File: src/rtl/ahb_ram_ctrl.sv
// AHB-Lite slave front end for a 32-bit word-wide RAM with a 1-cycle registered read.
// Sequences word writes, reads, sub-word read-modify-writes and two-cycle ERROR responses.
module ahb_ram_ctrl #(
    parameter int unsigned ADDR_W = 10
) (
    input  logic        clk,
    input  logic        RST,
    input  logic        HSEL,
    input  logic [31:0] HADDR,
    input  logic [1:0]  HTRANS,
    input  logic        HWRITE,
    input  logic [2:0]  HSIZE,
    input  logic [31:0] HWDATA,
    input  logic        HREADY,
    output logic        HREADYOUT,
    output logic        HRESP,
    output logic [31:0] HRDATA,
    output logic        RAM_WRITE,
    output logic        RAM_READ,
    output logic [31:0] RAM_WR_ADDR,
    output logic [31:0] RAM_WR_DATA,
    output logic [31:0] RAM_RD_ADDR,
    input  logic [31:0] RAM_RD_DATA
);

    localparam int unsigned LA_W = ADDR_W + 2;

    typedef enum logic [2:0] {
        S_IDLE, S_WR_WORD, S_RD_WAIT, S_RD_DONE, S_RMW_RD, S_RMW_WR, S_ERR1, S_ERR2
    } state_t;

    state_t            r_state;
    state_t            w_next;
    logic [LA_W-1:0]   r_addr;
    logic [1:0]        r_size;
    logic [31:0]       r_wdata;
    logic [31:0]       r_hrdata;
    logic              r_hreadyout;
    logic              r_hresp;
    logic              r_ram_write;
    logic              r_ram_read;
    logic              w_open;
    logic              w_accept;
    logic              w_illegal;
    logic [31:0]       w_merge;
    logic              w_unused;

    // HTRANS[0] only separates IDLE/BUSY and NONSEQ/SEQ, which are handled alike.
    assign w_unused = HTRANS[0];

    assign w_open   = (r_state == S_IDLE) || (r_state == S_WR_WORD) || (r_state == S_RD_DONE)
                   || (r_state == S_RMW_WR) || (r_state == S_ERR2);
    assign w_accept = w_open & HSEL & HTRANS[1] & HREADY;

    always_comb begin
        w_illegal = 1'b0;
        if (HSIZE > 3'd2)
            w_illegal = 1'b1;
        if ((HADDR >> LA_W) != 32'd0)
            w_illegal = 1'b1;
        if ((HSIZE == 3'd1) && HADDR[0])
            w_illegal = 1'b1;
        if ((HSIZE == 3'd2) && (HADDR[1:0] != 2'b00))
            w_illegal = 1'b1;
    end

    // Wait-state states advance unconditionally; ready states decode the new address phase.
    always_comb begin
        w_next = S_IDLE;
        case (r_state)
            S_RD_WAIT: w_next = S_RD_DONE;
            S_RMW_RD:  w_next = S_RMW_WR;
            S_ERR1:    w_next = S_ERR2;
            default: begin
                if (w_accept) begin
                    if (w_illegal)
                        w_next = S_ERR1;
                    else if (!HWRITE)
                        w_next = S_RD_WAIT;
                    else if (HSIZE == 3'd2)
                        w_next = S_WR_WORD;
                    else
                        w_next = S_RMW_RD;
                end
            end
        endcase
    end

    always_ff @(posedge clk or negedge RST) begin
        if (!RST) begin
            r_state     <= S_IDLE;
            r_addr      <= '0;
            r_size      <= 2'd0;
            r_wdata     <= 32'd0;
            r_hrdata    <= 32'd0;
            r_hreadyout <= 1'b1;
            r_hresp     <= 1'b0;
            r_ram_write <= 1'b0;
            r_ram_read  <= 1'b0;
        end else begin
            r_state     <= w_next;
            r_hreadyout <= !(w_next inside {S_RD_WAIT, S_RMW_RD, S_ERR1});
            r_hresp     <= (w_next inside {S_ERR1, S_ERR2});
            r_ram_read  <= (w_next inside {S_RD_WAIT, S_RMW_RD});
            r_ram_write <= (w_next inside {S_WR_WORD, S_RMW_WR});
            if (w_accept) begin
                r_addr <= HADDR[LA_W-1:0];
                r_size <= HSIZE[1:0];
            end
            if (r_state == S_RMW_RD)
                r_wdata <= HWDATA;
            if (r_state == S_RD_DONE)
                r_hrdata <= RAM_RD_DATA;
        end
    end

    // Little-endian lane replacement over the word just read back from the RAM.
    always_comb begin
        w_merge = RAM_RD_DATA;
        if (r_size == 2'd0)
            w_merge[{r_addr[1:0], 3'b000} +: 8] = r_wdata[{r_addr[1:0], 3'b000} +: 8];
        else
            w_merge[{r_addr[1], 4'b0000} +: 16] = r_wdata[{r_addr[1], 4'b0000} +: 16];
    end

    assign HREADYOUT   = r_hreadyout;
    assign HRESP       = r_hresp;
    assign RAM_WRITE   = r_ram_write;
    assign RAM_READ    = r_ram_read;
    assign HRDATA      = (r_state == S_RD_DONE) ? RAM_RD_DATA : r_hrdata;
    assign RAM_WR_ADDR = 32'(r_addr[LA_W-1:2]);
    assign RAM_RD_ADDR = 32'(r_addr[LA_W-1:2]);
    assign RAM_WR_DATA = (r_state == S_WR_WORD) ? HWDATA :
                         (r_state == S_RMW_WR)  ? w_merge : 32'd0;

endmodule
File: config.mk
export PLATFORM = sky130hd
export DESIGN_NAME = ahb_ram_ctrl
export DESIGN_NICKNAME = d
export VERILOG_FILES = /design/src/rtl/ahb_ram_ctrl.sv
export SDC_FILE = /design/constraint.sdc
export NUM_CORES = 1
export LEC_CHECK = 0
export CAP_MARGIN = 10
export CORE_ASPECT_RATIO = 1.25
export CORE_MARGIN = 5
export CORE_UTILIZATION = 26
export CTS_BUF_LIST = sky130_fd_sc_hd__clkbuf_8
export DETAILED_ROUTE_END_ITERATION = 10
export GPL_TIMING_DRIVEN = 0
export HOLD_SLACK_MARGIN = 0.03
export PLACE_DENSITY = 0.67
export SETUP_SLACK_MARGIN = 0.4
export SYNTH_ARGS = -nofsm -noshare
export SYNTH_HDL_FRONTEND = slang
export SYNTH_SLANG_ARGS = --single-unit
export TNS_END_PERCENT = 1
File: constraint.sdc
create_clock -name clk -period 3.2 [get_ports clk]
set_clock_uncertainty 0.2 [all_clocks]
set_input_delay 0.64 -clock clk [delete_from_list [all_inputs] [get_ports clk]]
set_output_delay 0.64 -clock clk [all_outputs]
set_load 0.005 [all_outputs]
* Word-level counts from Yosys, hierarchy flattened
Cells that the tools add are included.
** Word-level totals
- Flip-flop bits (word level) :: 85
- Latch bits :: 0
- Memory bits (writable) :: 0
- ROM bits :: 0
- Bits of input ports :: 106
- Output and inout port bits :: 132
- Logic and storage cells :: 66
- Memories :: 0
** Cells by class
- Add/subtract/negate cells :: 2
- Multiply operators :: 0
- Divide/modulo/power cells :: 0
- Magnitude comparators :: 1
- Equality and inequality tests :: 15
- Shifts and indexed selects :: 6
- Multiplexer cells :: 15
- Bitwise logic cells :: 3
- Reduce and logical (&&, ||, !) cells :: 15
** Operators by type and width (number)
- 32-bit 2-to-1 mux :: 4
- 32-bit bitwise mux :: 2
- 32-bit nonzero test :: 1
- 16-bit by 7-bit variable shift with 32-bit output (first input constant) :: 1
- 8-bit by 7-bit variable shift with 32-bit output (first input constant) :: 1
- 16-bit by 7-bit indexed part select with 32-bit output :: 1
- 32-bit by 6-bit indexed part select with 16-bit output :: 1
- 32-bit by 6-bit indexed part select with 8-bit output :: 1
- 8-bit by 7-bit indexed part select with 32-bit output :: 1
- 3-bit == test (second input constant) :: 8
- 5-bit negation with 7-bit output :: 2
- 3-bit by 2-bit == test with 1-bit output (second input constant) :: 4
- 3-bit 2-to-1 mux :: 4
- 3-bit by 1-bit == test with 1-bit output (second input constant) :: 3
- 3-bit case mux with 3 select lines :: 1
- 2-bit nonzero test :: 4
- 1-bit logical OR :: 4
- 1-bit 2-to-1 mux :: 4
- 1-bit bitwise AND :: 3
- 3-bit by 2-bit greater-than comparator with 1-bit output (second input constant) :: 1
- 3-bit logical NOT :: 1
- 3-bit nonzero test :: 1
- 1-bit logical AND :: 2
- 2-bit logical NOT :: 1
- 1-bit logical NOT :: 1

* Depth between registers and ports, before layout
- Depth after elaboration :: 13
- Mapped depth :: 8
- Gate-level depth less buffers :: 6

* Least setup slack after synthesis
Ideal clock, no wire load.
- Kind :: register -> output
- From :: register r_addr[0]
- To :: output RAM_WR_DATA[24]
- Data arrival time :: 2061 ps
- Data required time :: 2360 ps
- Setup slack :: 299 ps
- Stages on the path, launching flop included :: 9
- Buffers on the path :: 2
- Cells stage by stage :: dfrtp_1 buf_4 inv_1 ha_1 or3b_2 clkbuf_1 o21ai_0 o211ai_1 o21ai_0
** On the way
- Longest elaborated chain between the ends :: 6
- Elaborated cells between the ends (all ways) :: 8
- Classes of those cells :: add/sub: 1; shift: 3; mux: 4
** Ends and longest elaborated chain
- start: declaration :: line 34 : logic [LA_W-1:0] r_addr;
- start signal: assignment :: line 107 : r_addr <= HADDR[LA_W-1:0];
- 32-bit by 6-bit indexed part select with 8-bit output or 5-bit negation with 7-bit output (tied branches) :: line 121 : w_merge[{r_addr[1:0], 3'b000} +: 8] = r_wdata[{r_addr[1:0], 3'b000} +: 8];
- 8-bit by 7-bit indexed part select with 32-bit output or 8-bit by 7-bit variable shift with 32-bit output (tied branches) :: line 121
- 32-bit bitwise mux (*) :: line 121
- 32-bit 2-to-1 mux (*) :: line 120 : if (r_size == 2'd0)
- 32-bit 2-to-1 mux (*) :: line 134 : (r_state == S_RMW_WR) ? w_merge : 32'd0;
- 32-bit 2-to-1 mux (*) :: line 133 : assign RAM_WR_DATA = (r_state == S_WR_WORD) ? HWDATA :
- end: declaration :: line 21 : output logic [31:0] RAM_WR_DATA,
Mark *: on every way between the ends. The rest lies on a longest branch, timed or not.

* Worst setup path after layout
- From :: register r_addr[0]
- To :: output RAM_WR_DATA[26]
The elaborated chain is that of the path after synthesis.

==> impl_results.md <==
* Simple-Gate Fraction of Synth Area at 0.0819
* Yosys reg bits at 85
* Synth unique cells at between 40 and 50
* Slew @ Worst Pin at ~0.64 ns
* DP Wirelength at around 14000 um
* Register clock-pin slew on the reported worst setup and hold paths at 0.08 ns
* Synth Cell Area at roughly 5000 sq um
* GR Layer Usage met2 at 0.264
* Placed cells at between 900 and 1000
* I/O pin count at between 200 and 250
* Ys Warns at 0
* Tmin final at ~3.1 ns
* Post-synth ARST share at 1.00
* Antenna violations before repair at 1
* Critical setup path kind: register to output port
* WP data arrival at 2.26 ns
* H-tree levels at 3
* Fin. Hold Viols at 0
* Die height at about 170 um
* Net switching power at between 2 and 3 mW
* Vias in the first global route at approximately 4500
* Global-route track usage on met1 at 0.191
* First-pass GRT wire length at 26500 um
* Clock latency on the worst-skew pair at roughly 0.37 ns
* Most frequent cells in the layout: clkdlybuf4s50_1, dfrtp_1, buf_4
* Highest fanout seen on the critical path at 8
* Gate Count Post-Synth at about 460
* Mean post-synth cell area at around 11 sq um
* Complex-gate fraction of the synthesized area at 0.125
* Multi-input gate area in the final layout at 2620 sq um
* Crit path launch: r_addr[0]$_DFFE_PN0P_
* RSZ-0062 raised after global routing: true
* Critical Path RT at about 2.4 ns
* Largest net degree at the start of global routing at 45
* CP Launch Type: register
* Commonest non-fill, non-tap cell in the layout: clkdlybuf4s50_1
* Power share of the sequential group at 0.277
* Drt drc at 0
* Combinational power share at 0.614
* Area occupied by registers at ~2100 sq um
* Routed WL at between 15000 and 20000 um
* Synth Area in Adders at 0.0125
* Mux share of post-synthesis cell area at 0.227
* Gpl congestion at around 0.85
* Cts bufs inserted at 9
* Largest stage delay on the critical path at between 0.4 and 0.5 ns
* Port-buffer cells at 192
* Worst relative slew slack at 0.573
* XOR/XNOR share of the synthesized area at 0
* Total die area at between 20000 and 25000 sq um
* Initial DRC count at around 330
* Sequential fraction of the synthesis area at 0.425
* CP cell instances: buf_12 -> inv_8 -> ha_4 -> or3b_4 -> buf_8 -> o21ai_2 -> o211ai_1 -> o21ai_1 -> buf_2
* Antenna-violating nets left at 0
* GR peak layer: met2
* Internal power at about 4.5 mW
* Slowest cell on crit path: dfrtp_2
* Reg-to-Reg Start: r_state[0]$_DFF_PN0_
* Ys flop type: dfrtp_1
* Nets at ~830
* VDD IR max at about 340 uV
* Die Span X at around 130 um
* CTS tree: yes
* Pre-antenna DRT Iters at 8
* Total GRT Usage at 0.158
* Final setup vio count at 0
* Layout Cells excl Fill at approximately 950
* FILL cells at 1824
* M3 GR Usage at 0.0418
* CTS Buffer Depth at 2
* Clk pwr share at 0.109
* Hold Crit Class: input port to async pin
* Grt total ovfl at 0
* Largest family of logic cells by synthesized area: multiplexers
* Maxcap violations at 0
* Core Rows at 56
* Core Region at 18800 sq um
* Area Growth Syn to Fin at 58.6%
* Max Slew Vio Count at 0
* Clk root buf: clkbuf_8
* Starting Density at 0.266
* Tcrit/Tclk final at 0.969
* Mean routed wirelength per cell at around 19 um
* Overall power at between 7 and 8 mW
* Clk sinks at between 80 and 90
* Worst setup EP type: output port
* PwrDens at between 900 and 1000 nW/um^2
* Share of layout cells above drive strength 1 at 0.386
* EDFF count, synth at 0
* Status: complete, no violations
* Vias per cell at roughly 4.7
* Fmax at around 320 MHz
* Vias at 4458
* Sw frac at 0.368
* LEAKAGE at about 3.6 nW
layer usage:
layer / part of all wire / wire length (um)
met3: 0.087 / 1570
met2: 0.48 / 8740
met5: 0 / 0
met1: 0.40 / 7240
met4: 0.032 / 585
cell type report:
type	instances	share of cell area
multi-input cells	322	0.330
flip-flops and latches	85	0.268
repair buffers	202	0.245
plain buffers	91	0.0927
well taps	232	0.0365
clock buffers	10	0.0173
clock inverters	6	0.00693
inverters	4	0.00315
diodes	1	0.000315
power by group through the flow:
stage / clock network (mW) / logic [mW] / registers, mW
5_1_grt: 0.854 / 4.72 / 2.04
3_5_place_dp: 0 / 3.81 / 2.00
3_3_place_gp: 0 / 3.77 / 1.98
4_1_cts: 0.817 / 3.89 / 1.96
2_1_floorplan: 0 / 2.07 / 1.85
6_report: 0.782 / 4.40 / 1.99
critical path: cells and delay by family (launching register included):
kind	cells	cell delay, ns
buffers and inverters	4	0.49
DFF	1	0.43
and+or+nand+nor	1	0.38
AOI/OAI and AO/OA	3	0.38
adders and majority gates	1	0.20
sequential cells by signal, indices dropped and copies added (netlist names):
register   flops
r_state        3
HRESP          1
r_hrdata      32
RAM_WRITE      1
r_addr        12
r_wdata       32
r_size         2
HREADYOUT      1
RAM_READ       1
synthesized netlist by cell type, types with 2 or more instances:
library cell,n,share of area
dfrtp_1,84,0.42
buf_4,66,0.099
o21ai_0,52,0.052
mux2_2,46,0.10
mux2_1,32,0.072
nand2_1,32,0.024
nor3_1,18,0.018
a222oi_1,16,0.032
o211ai_1,14,0.021
buf_2,11,0.011
clkbuf_1,10,0.0075
mux2i_1,8,0.016
mux4_2,8,0.036
nor2_1,7,0.0052
ha_1,5,0.012
nor4_1,5,0.0062
o21ai_1,5,0.0050
buf_6,3,0.0067
inv_1,3,0.0022
nor3b_1,3,0.0045
o31ai_1,3,0.0045
and3_1,2,0.0025
and4b_1,2,0.0040
nand3_1,2,0.0020
nand4_1,2,0.0025
or3b_2,2,0.0035
path summary, 6_finish.rpt:
kind | end | slack, ns | depth (start not counted)
max reg2reg | r_wdata[12]$_DFFE_PN0N_ | 0.99 | 5
min reg2reg | r_hrdata[0]$_DFF_PN0_ | 0.30 | 1
max in group asynchronous | HREADYOUT$_DFF_PN1_ | 2.05 | 2
min | r_hrdata[0]$_DFF_PN0_ | 0.07 | 1
max | RAM_WR_DATA[26] | 0.10 | 9
min in group clk | r_hrdata[0]$_DFF_PN0_ | 0.30 | 1
timing repair:
item / in CTS / in global routing
setup buffers: 9 / 0
endpoints found under the setup margin: 64 / 64
resized for setup: 165 / 203
pin swaps: 20 / 25
hold buffers: 0 / 0
metrics by stage:
| step | area [sq um] | utilization | hold WS [ns] | setup WS [ns] | TNS (ns) |
|---|---|---|---|---|---|
| finish | 7950 | 0.422 | 0.0732 | 0.100 | 0 |
| global route | 7950 | 0.422 | 0.116 | -0.0266 | -0.0937 |
| CTS | 7730 | 0.410 | 0.0776 | 0.0641 | 0 |
| detailed placement | 7410 | 0.393 | 0.276 | -0.446 | -10.07 |
| global placement | 7390 | 0.392 | 0.273 | -2.21 | -195.74 |
| floorplan | 5180 | - | 0.144 | 0.374 | 0 |
kinds of logic (layout without fill, tap and decap cells):
family                   count (synthesis)  count (layout)
AO/OA/AOI/OAI                           97              97
buffers and inverters                   95             313
multiplexers                            94              94
flip-flops                              85              85
AND/OR/NAND/NOR                         82              82
adder cells (fa/ha/maj)                  5               5
other                                    1              45
No activity file was read; power rests on OpenSTA's default activity.
